`src/rtl/gray_step_tracker_if.sv`:
```
`default_nettype none
// ============================================================================
// Module      : gray_step_tracker_if
// Description : Sample/observation bus of the Gray step tracker. The producer
//               side drives the Gray samples and the error clear; the tracker
//               side returns the decoded value, step statistics and errors.
// Revision    : 1.0 - initial release
// ============================================================================
interface gray_step_tracker_if #(
  parameter int WIDTH = 3,
  parameter int CNT_W = 8
) ();
  logic             valid_in;
  logic [WIDTH-1:0] gray_in;
  logic             clr_err;
  logic [WIDTH-1:0] bin_out;
  logic             dir_up;
  logic [CNT_W-1:0] step_cnt;
  logic             wrap;
  logic             err;
  logic [CNT_W-1:0] err_cnt;

  // Producer / observer side
  modport master (
    output valid_in, gray_in, clr_err,
    input  bin_out, dir_up, step_cnt, wrap, err, err_cnt
  );

  // Tracker side
  modport slave (
    input  valid_in, gray_in, clr_err,
    output bin_out, dir_up, step_cnt, wrap, err, err_cnt
  );
endinterface
`default_nettype wire

```
`src/rtl/gray_step_tracker.sv`:
```
`default_nettype none
// ============================================================================
// Module      : gray_step_tracker
// Description : Samples a Gray up/down counter, converts each sample to binary
//               and verifies that it moved by exactly +/-1 (mod 2^WIDTH).
//               Reports value, direction, legal-step count, wrap pulse and a
//               sticky error flag with an illegal-transition count.
// Revision    : 1.0 - initial release
// ============================================================================
module gray_step_tracker #(
  parameter int WIDTH = 3,
  parameter int CNT_W = 8
) (
  input  wire logic          clk,
  input  wire logic          reset,
  gray_step_tracker_if.slave bus
);

  localparam logic [0:0]       ST_IDLE  = 1'b0;
  localparam logic [0:0]       ST_TRACK = 1'b1;
  localparam logic [CNT_W-1:0] CNT_MAX  = {CNT_W{1'b1}};
  localparam logic [WIDTH-1:0] BIN_MAX  = {WIDTH{1'b1}};
  localparam logic [WIDTH-1:0] BIN_ZERO = {WIDTH{1'b0}};
  localparam logic [WIDTH-1:0] BIN_ONE  = {{(WIDTH-1){1'b0}}, 1'b1};
  localparam logic [CNT_W-1:0] CNT_ONE  = {{(CNT_W-1){1'b0}}, 1'b1};

  logic [0:0]       state, state_next;
  logic [WIDTH-1:0] bin_new;
  logic [WIDTH-1:0] prev_gray, prev_gray_next;
  logic [WIDTH-1:0] bin_q, bin_next;
  logic             dir_q, dir_next;
  logic [CNT_W-1:0] step_q, step_next;
  logic             wrap_q, wrap_next;
  logic             err_q, err_next;
  logic [CNT_W-1:0] errc_q, errc_next;
  logic             illegal;

  // Gray-to-binary: each binary bit is the XOR of all Gray bits at or above it
  generate
    for (genvar i = 0; i < WIDTH; i++) begin : g_conv
      assign bin_new[i] = ^bus.gray_in[WIDTH-1:i];
    end
  endgenerate

  // State register: IDLE until the first valid sample, then TRACK
  always_ff @(posedge clk) begin
    if (!reset) begin
      state <= ST_IDLE;
    end else begin
      state <= state_next;
    end
  end

  // Next-state: any valid sample moves IDLE into TRACK; TRACK is held
  always_comb begin
    state_next = state;
    if (state == ST_IDLE && bus.valid_in) begin
      state_next = ST_TRACK;
    end
  end

  // Output/datapath next values: step classification, counters and clear
  always_comb begin
    prev_gray_next = prev_gray;
    bin_next       = bin_q;
    dir_next       = dir_q;
    step_next      = step_q;
    wrap_next      = 1'b0;
    err_next       = err_q;
    errc_next      = errc_q;
    illegal        = 1'b0;

    if (bus.valid_in) begin
      if (state == ST_IDLE) begin
        prev_gray_next = bus.gray_in;
        bin_next       = bin_new;
      end else if (bus.gray_in != prev_gray) begin
        // Non-stall sample in TRACK: always resync to the new value
        prev_gray_next = bus.gray_in;
        bin_next       = bin_new;
        if (bin_new == bin_q + BIN_ONE) begin
          dir_next  = 1'b1;
          step_next = (step_q == CNT_MAX) ? step_q : step_q + CNT_ONE;
          wrap_next = (bin_q == BIN_MAX);
        end else if (bin_new == bin_q - BIN_ONE) begin
          dir_next  = 1'b0;
          step_next = (step_q == CNT_MAX) ? step_q : step_q + CNT_ONE;
          wrap_next = (bin_q == BIN_ZERO);
        end else begin
          illegal = 1'b1;
        end
      end
    end

    // A fresh illegal step overrides a simultaneous clear
    if (bus.clr_err) begin
      err_next  = illegal;
      errc_next = illegal ? CNT_ONE : '0;
    end else if (illegal) begin
      err_next  = 1'b1;
      errc_next = (errc_q == CNT_MAX) ? errc_q : errc_q + CNT_ONE;
    end
  end

  // Registered outputs and last accepted sample
  always_ff @(posedge clk) begin
    if (!reset) begin
      prev_gray <= '0;
      bin_q     <= '0;
      dir_q     <= 1'b0;
      step_q    <= '0;
      wrap_q    <= 1'b0;
      err_q     <= 1'b0;
      errc_q    <= '0;
    end else begin
      prev_gray <= prev_gray_next;
      bin_q     <= bin_next;
      dir_q     <= dir_next;
      step_q    <= step_next;
      wrap_q    <= wrap_next;
      err_q     <= err_next;
      errc_q    <= errc_next;
    end
  end

  assign bus.bin_out  = bin_q;
  assign bus.dir_up   = dir_q;
  assign bus.step_cnt = step_q;
  assign bus.wrap     = wrap_q;
  assign bus.err      = err_q;
  assign bus.err_cnt  = errc_q;

endmodule
`default_nettype wire

```
`src/flat_wrapper.sv`:
```
// flat-port wrapper written by rule: the top's interface ports become plain ports
module gray_step_tracker_flat 
#(
  parameter int WIDTH = 3,
  parameter int CNT_W = 8
)
  (clk, reset, bus_valid_in, bus_gray_in, bus_clr_err, bus_bin_out, bus_dir_up, bus_step_cnt, bus_wrap, bus_err, bus_err_cnt);
  gray_step_tracker_if #(.WIDTH(WIDTH), .CNT_W(CNT_W)) bus_i ();
  input  wire logic clk;
  input  wire logic reset;
  input wire logic [$bits(bus_i.valid_in)-1:0] bus_valid_in;
  input wire logic [$bits(bus_i.gray_in)-1:0] bus_gray_in;
  input wire logic [$bits(bus_i.clr_err)-1:0] bus_clr_err;
  output wire logic [$bits(bus_i.bin_out)-1:0] bus_bin_out;
  output wire logic [$bits(bus_i.dir_up)-1:0] bus_dir_up;
  output wire logic [$bits(bus_i.step_cnt)-1:0] bus_step_cnt;
  output wire logic [$bits(bus_i.wrap)-1:0] bus_wrap;
  output wire logic [$bits(bus_i.err)-1:0] bus_err;
  output wire logic [$bits(bus_i.err_cnt)-1:0] bus_err_cnt;
  assign bus_i.valid_in = bus_valid_in;
  assign bus_i.gray_in = bus_gray_in;
  assign bus_i.clr_err = bus_clr_err;
  assign bus_bin_out = bus_i.bin_out;
  assign bus_dir_up = bus_i.dir_up;
  assign bus_step_cnt = bus_i.step_cnt;
  assign bus_wrap = bus_i.wrap;
  assign bus_err = bus_i.err;
  assign bus_err_cnt = bus_i.err_cnt;
  gray_step_tracker #(.WIDTH(WIDTH), .CNT_W(CNT_W)) u_core (.clk(clk), .reset(reset), .bus(bus_i));
endmodule
```
`config.mk`:
```
export PLATFORM = sky130hd
export DESIGN_NAME = gray_step_tracker_flat
export DESIGN_NICKNAME = d
export VERILOG_FILES = /design/src/rtl/gray_step_tracker_if.sv /design/src/rtl/gray_step_tracker.sv /design/src/flat_wrapper.sv
export SDC_FILE = /design/constraint.sdc
export NUM_CORES = 1
export LEC_CHECK = 0
export BUFFER_PORTS_ARGS = -buffer_cell sky130_fd_sc_hd__buf_2
export CAP_MARGIN = 10
export CORE_UTILIZATION = 47
export CTS_BUF_LIST = sky130_fd_sc_hd__clkbuf_16
export DETAILED_ROUTE_END_ITERATION = 8
export GPL_TIMING_DRIVEN = 0
export PLACE_DENSITY = 0.69
export SLEW_MARGIN = 15
export SYNTH_ARGS = -nofsm -noshare
export SYNTH_HDL_FRONTEND = slang
export SYNTH_SLANG_ARGS = --single-unit
```
`constraint.sdc`:
```
create_clock -name clk -period 6.9 [get_ports clk]
set_clock_uncertainty 0.1 [all_clocks]
set_input_delay 0.345 -clock clk [delete_from_list [all_inputs] [get_ports clk]]
set_output_delay 0.345 -clock clk [all_outputs]
set_load 0.01 [all_outputs]
```
==> summary.txt <==
Synthesis
  – Yosys reg bits: 25
  – Synth unique cells: 47
  – Synth top area cells: dfxtp_1 34%, mux2i_1 6.0%, ha_1 5.0%, nand3_1 4.4%, nand2_1 3.8%
  – Warnings from Yosys: 0
  – Area share of the largest cell type after synthesis: 33.6%
  – Post-synthesis sequential area ratio: 33.6%
  – Syn Nets: 184
  – Most frequent cell after synthesis: dfxtp_1
  – Mapped Cells: 171
  – Mean Syn Cell Area: 8.71 um2
  – Post-synth EDFFs: 0
  – Synthesized area: 1490 um2
  – Most used DFF post-synth: dfxtp_1
  – Top cells by count, synth: 25 x dfxtp_1, 15 x nand2_1, 15 x nor2_1
  – Yosys top cell by area: dfxtp_1
  – FFs w/ async S/R, synth: 0%

Routing
  – Routed via count: 1344
  – Pre-antenna DRT Iters: 6
  – Post-DRT Antenna Nets: 0
  – WL final: 3190 um
  – Avg WL per Cell: 13.1 um
  – Post-route DRC: 0
  – Drt via density: 5.51
  – Iter 0 DRT Violations: 55

Worst setup path
  – Critical path required time: 6.95 ns
  – Critical Path End Type: flip-flop
  – CP Max Fanout: 10
  – RR Endpoint: u_core.bus.err_cnt[2]
  – Worst Setup Start Kind: flip-flop
  – Worst r2r path cells: 8
  – Reg2reg setup slack: 4.53 ns
  – CP Class: reg2reg
  – Worst Path Arrival: 2.43 ns
  – Crit path to: u_core.bus.err_cnt[2]
  – Worst setup startpoint: u_core.bus.bin_out[0]
  – Reg2reg start: u_core.bus.bin_out[0]

GRT
  – Antenna violations before repair: 0
  – Tot GR Track Use: 20.1%
  – GR Overflow Total: 0
  – First-pass GRT wire length: 5250 um
  – Largest net degree at the start of global routing: 15
  – Vias in the first global route: 1183

STA
  – Hold WS: 0.299 ns
  – Total negative setup slack: 0 ns
  – Fin crit share: 34.4%
  – Max Clk Rate: 422 MHz
  – Final setup fails: 0
  – RSZ-0062 raised after global routing: no
  – Slew headroom: 69.3%
  – Fin. Hold Viols: 0
  – Max-slew violations: 0
  – Crit path time final: 2.37 ns
  – Worst-Margin Slew: 0.456 ns

Power
  – Reg power frac: 43.5%
  – Switching Fraction: 27.6%
  – Combinational power share: 19.2%
  – P_sw: 0.0000964 W
  – Total power after layout: 0.000350 W
  – Worst IR Drop VDD: 0.105 mV
  – Power Density: 200 nW/um2
  – Leak: 0.771 nW
  – Cell internal pwr: 0.000254 W
  – Clock Power Share: 37.3%

Clock tree
  – Root Driver: clkbuf_16
  – Total CTS buffers: 3
  – CTS tree: done
  – CTS resizes: 0
  – H-tree levels: 1
  – CTS Buffer Depth: 2
  – CTS Sinks: 25
  – Worst skew pair latency: 0.26 ns
  – Post-CTS setup buffer count: 0
  – # hold bufs at CTS: 0
  – Clock Pin Slew Worst Setup and Hold Paths: 0.06 ns

Finish
  – Final Core Density: 57.8%
  – Syn-to-layout area delta: 17.5%
  – Final net count: 214
  – Fillers: 276
  – Fraction of layout cells with a size suffix above 1: 24.5%
  – Antenna diodes: 0

Die
  – Die area: 3400 um2
  – Die H: 58.3 um
  – Die W: 58.3 um
  – Core area: 3030 um2
  – Initial Util: 49.2%
  – Top-level I/O count: 29
  – Num rows: 20

Job
  – Max-cap viol count: 0

Placed design
  – GPL Wtd Cong: 0.823
  – Input/output buffers: 25
  – Dpl hpwl: 2430 um

Hold path
  – Hold Crit Class: in2reg

Run status
  – Status: finished clean
metal layers:
layer / GRT usage, % / vias to the layer above / routed length, um
li1: - / 671 / -
met1: 25.0 / 638 / 1520
met2: 34.6 / 28 / 1520
met3: 3.30 / 7 / 89
met4: 8.16 / 0 / 59
met5: 0 / - / 0
how the worst min path moves through the flow:
stage / from / to / slack [ns] / depth (start not counted)
6_report: bus_gray_in[2] / u_core.bus.bin_out[2] / 0.30 / 3
2_1_floorplan: u_core.state / u_core.state / 0.36 / 2
5_1_grt: bus_gray_in[2] / u_core.bus.bin_out[2] / 0.31 / 3
4_1_cts: bus_gray_in[2] / u_core.bus.bin_out[2] / 0.30 / 3
3_5_place_dp: u_core.bus.dir_up / u_core.bus.dir_up / 0.35 / 2
3_3_place_gp: u_core.bus.dir_up / u_core.bus.dir_up / 0.34 / 2
layout make-up:
cell class	instances	area, um2	area share [%]
buffer	8	67.6	3.86
inverter	5	18.8	1.07
clock buffer	3	75.1	4.29
multi-input combinational	133	903	51.6
timing repair buffer	25	125	7.15
tap	44	55.1	3.15
sequential	25	500	28.6
clock inverter	1	5.00	0.286
state kept, by name, summed over array words and instances (netlist names):
| name | count |
|---|---|
| u_core.bus.err_cnt | 8 |
| u_core.bus.err | 1 |
| u_core.bus.bin_out | 3 |
| u_core.bus.step_cnt | 8 |
| u_core.bus.wrap | 1 |
| u_core.bus.dir_up | 1 |
| u_core.state | 1 |
| u_core.prev_gray | 2 |
worst max-delay path, cell delays in order (launching register included):
cell      delay (ns)
dfxtp_1         0.35
ha_1            0.22
ha_1            0.35
inv_1           0.05
mux2_2          0.27
o211ai_2        0.37
clkbuf_8        0.26
a31oi_1         0.08
a31o_2          0.21
logic make-up (layout without fill, tap and decap cells):
kind of cell             count (synthesis)  count (layout)  share of synthesized area (%)
XOR/XNOR                                 9               9                           6.55
AO/OA/AOI/OAI                           33              33                           15.7
flip-flops                              25              25                           33.6
multiplexers                            11              11                           7.56
adder cells (fa/ha/maj)                  6               6                           5.04
AND/OR/NAND/NOR                         74              74                           25.8
buffers and inverters                   13              42                           5.79
layout by cell type (no fill, tap or decap), types with 2 or more instances in the layout:
| master | synthesis | layout |
|---|---|---|
| buf_2 | 1 | 26 |
| dfxtp_1 | 25 | 25 |
| nand2_1 | 15 | 15 |
| nor2_1 | 15 | 15 |
| nand3_1 | 13 | 13 |
| mux2i_1 | 9 | 9 |
| a21oi_1 | 8 | 8 |
| xor2_1 | 6 | 6 |
| ha_1 | 6 | 6 |
| inv_1 | 5 | 5 |
| and3_1 | 5 | 5 |
| o21ai_0 | 5 | 5 |
| buf_6 | 3 | 3 |
| nand2b_1 | 3 | 3 |
| nand4_1 | 3 | 3 |
| or3_2 | 3 | 3 |
| nor2b_1 | 3 | 3 |
| a31o_2 | 3 | 3 |
| o31ai_1 | 3 | 3 |
| clkbuf_16 | 0 | 3 |
| mux2_2 | 2 | 2 |
| xnor2_1 | 2 | 2 |
| clkbuf_1 | 2 | 2 |
| and2_1 | 2 | 2 |
| o211a_1 | 2 | 2 |
| or3_1 | 2 | 2 |
| a31oi_1 | 2 | 2 |
| or4_1 | 2 | 2 |
| or2_2 | 2 | 2 |
power by group through the flow:
stage	clock [W]	sequential, W	combinational [W]
6_report	0.000130	0.000152	0.0000673
5_1_grt	0.000140	0.000153	0.0000730
4_1_cts	0.000132	0.000152	0.0000674
3_5_place_dp	0	0.000155	0.0000673
3_3_place_gp	0	0.000155	0.0000650
2_1_floorplan	0	0.000156	0.0000497
through the flow:
step / instance area, um2 / setup WS (ns) / instances
2_1_floorplan: 1490 / 4.67 / 171
3_3_place_gp: 1670 / 4.57 / 240
3_5_place_dp: 1670 / 4.53 / 240
4_1_cts: 1750 / 4.53 / 244
5_1_grt: 1750 / 4.37 / 244
6_report: 1750 / 4.53 / 244
Note: power is estimated with default switching activity, not from simulation.
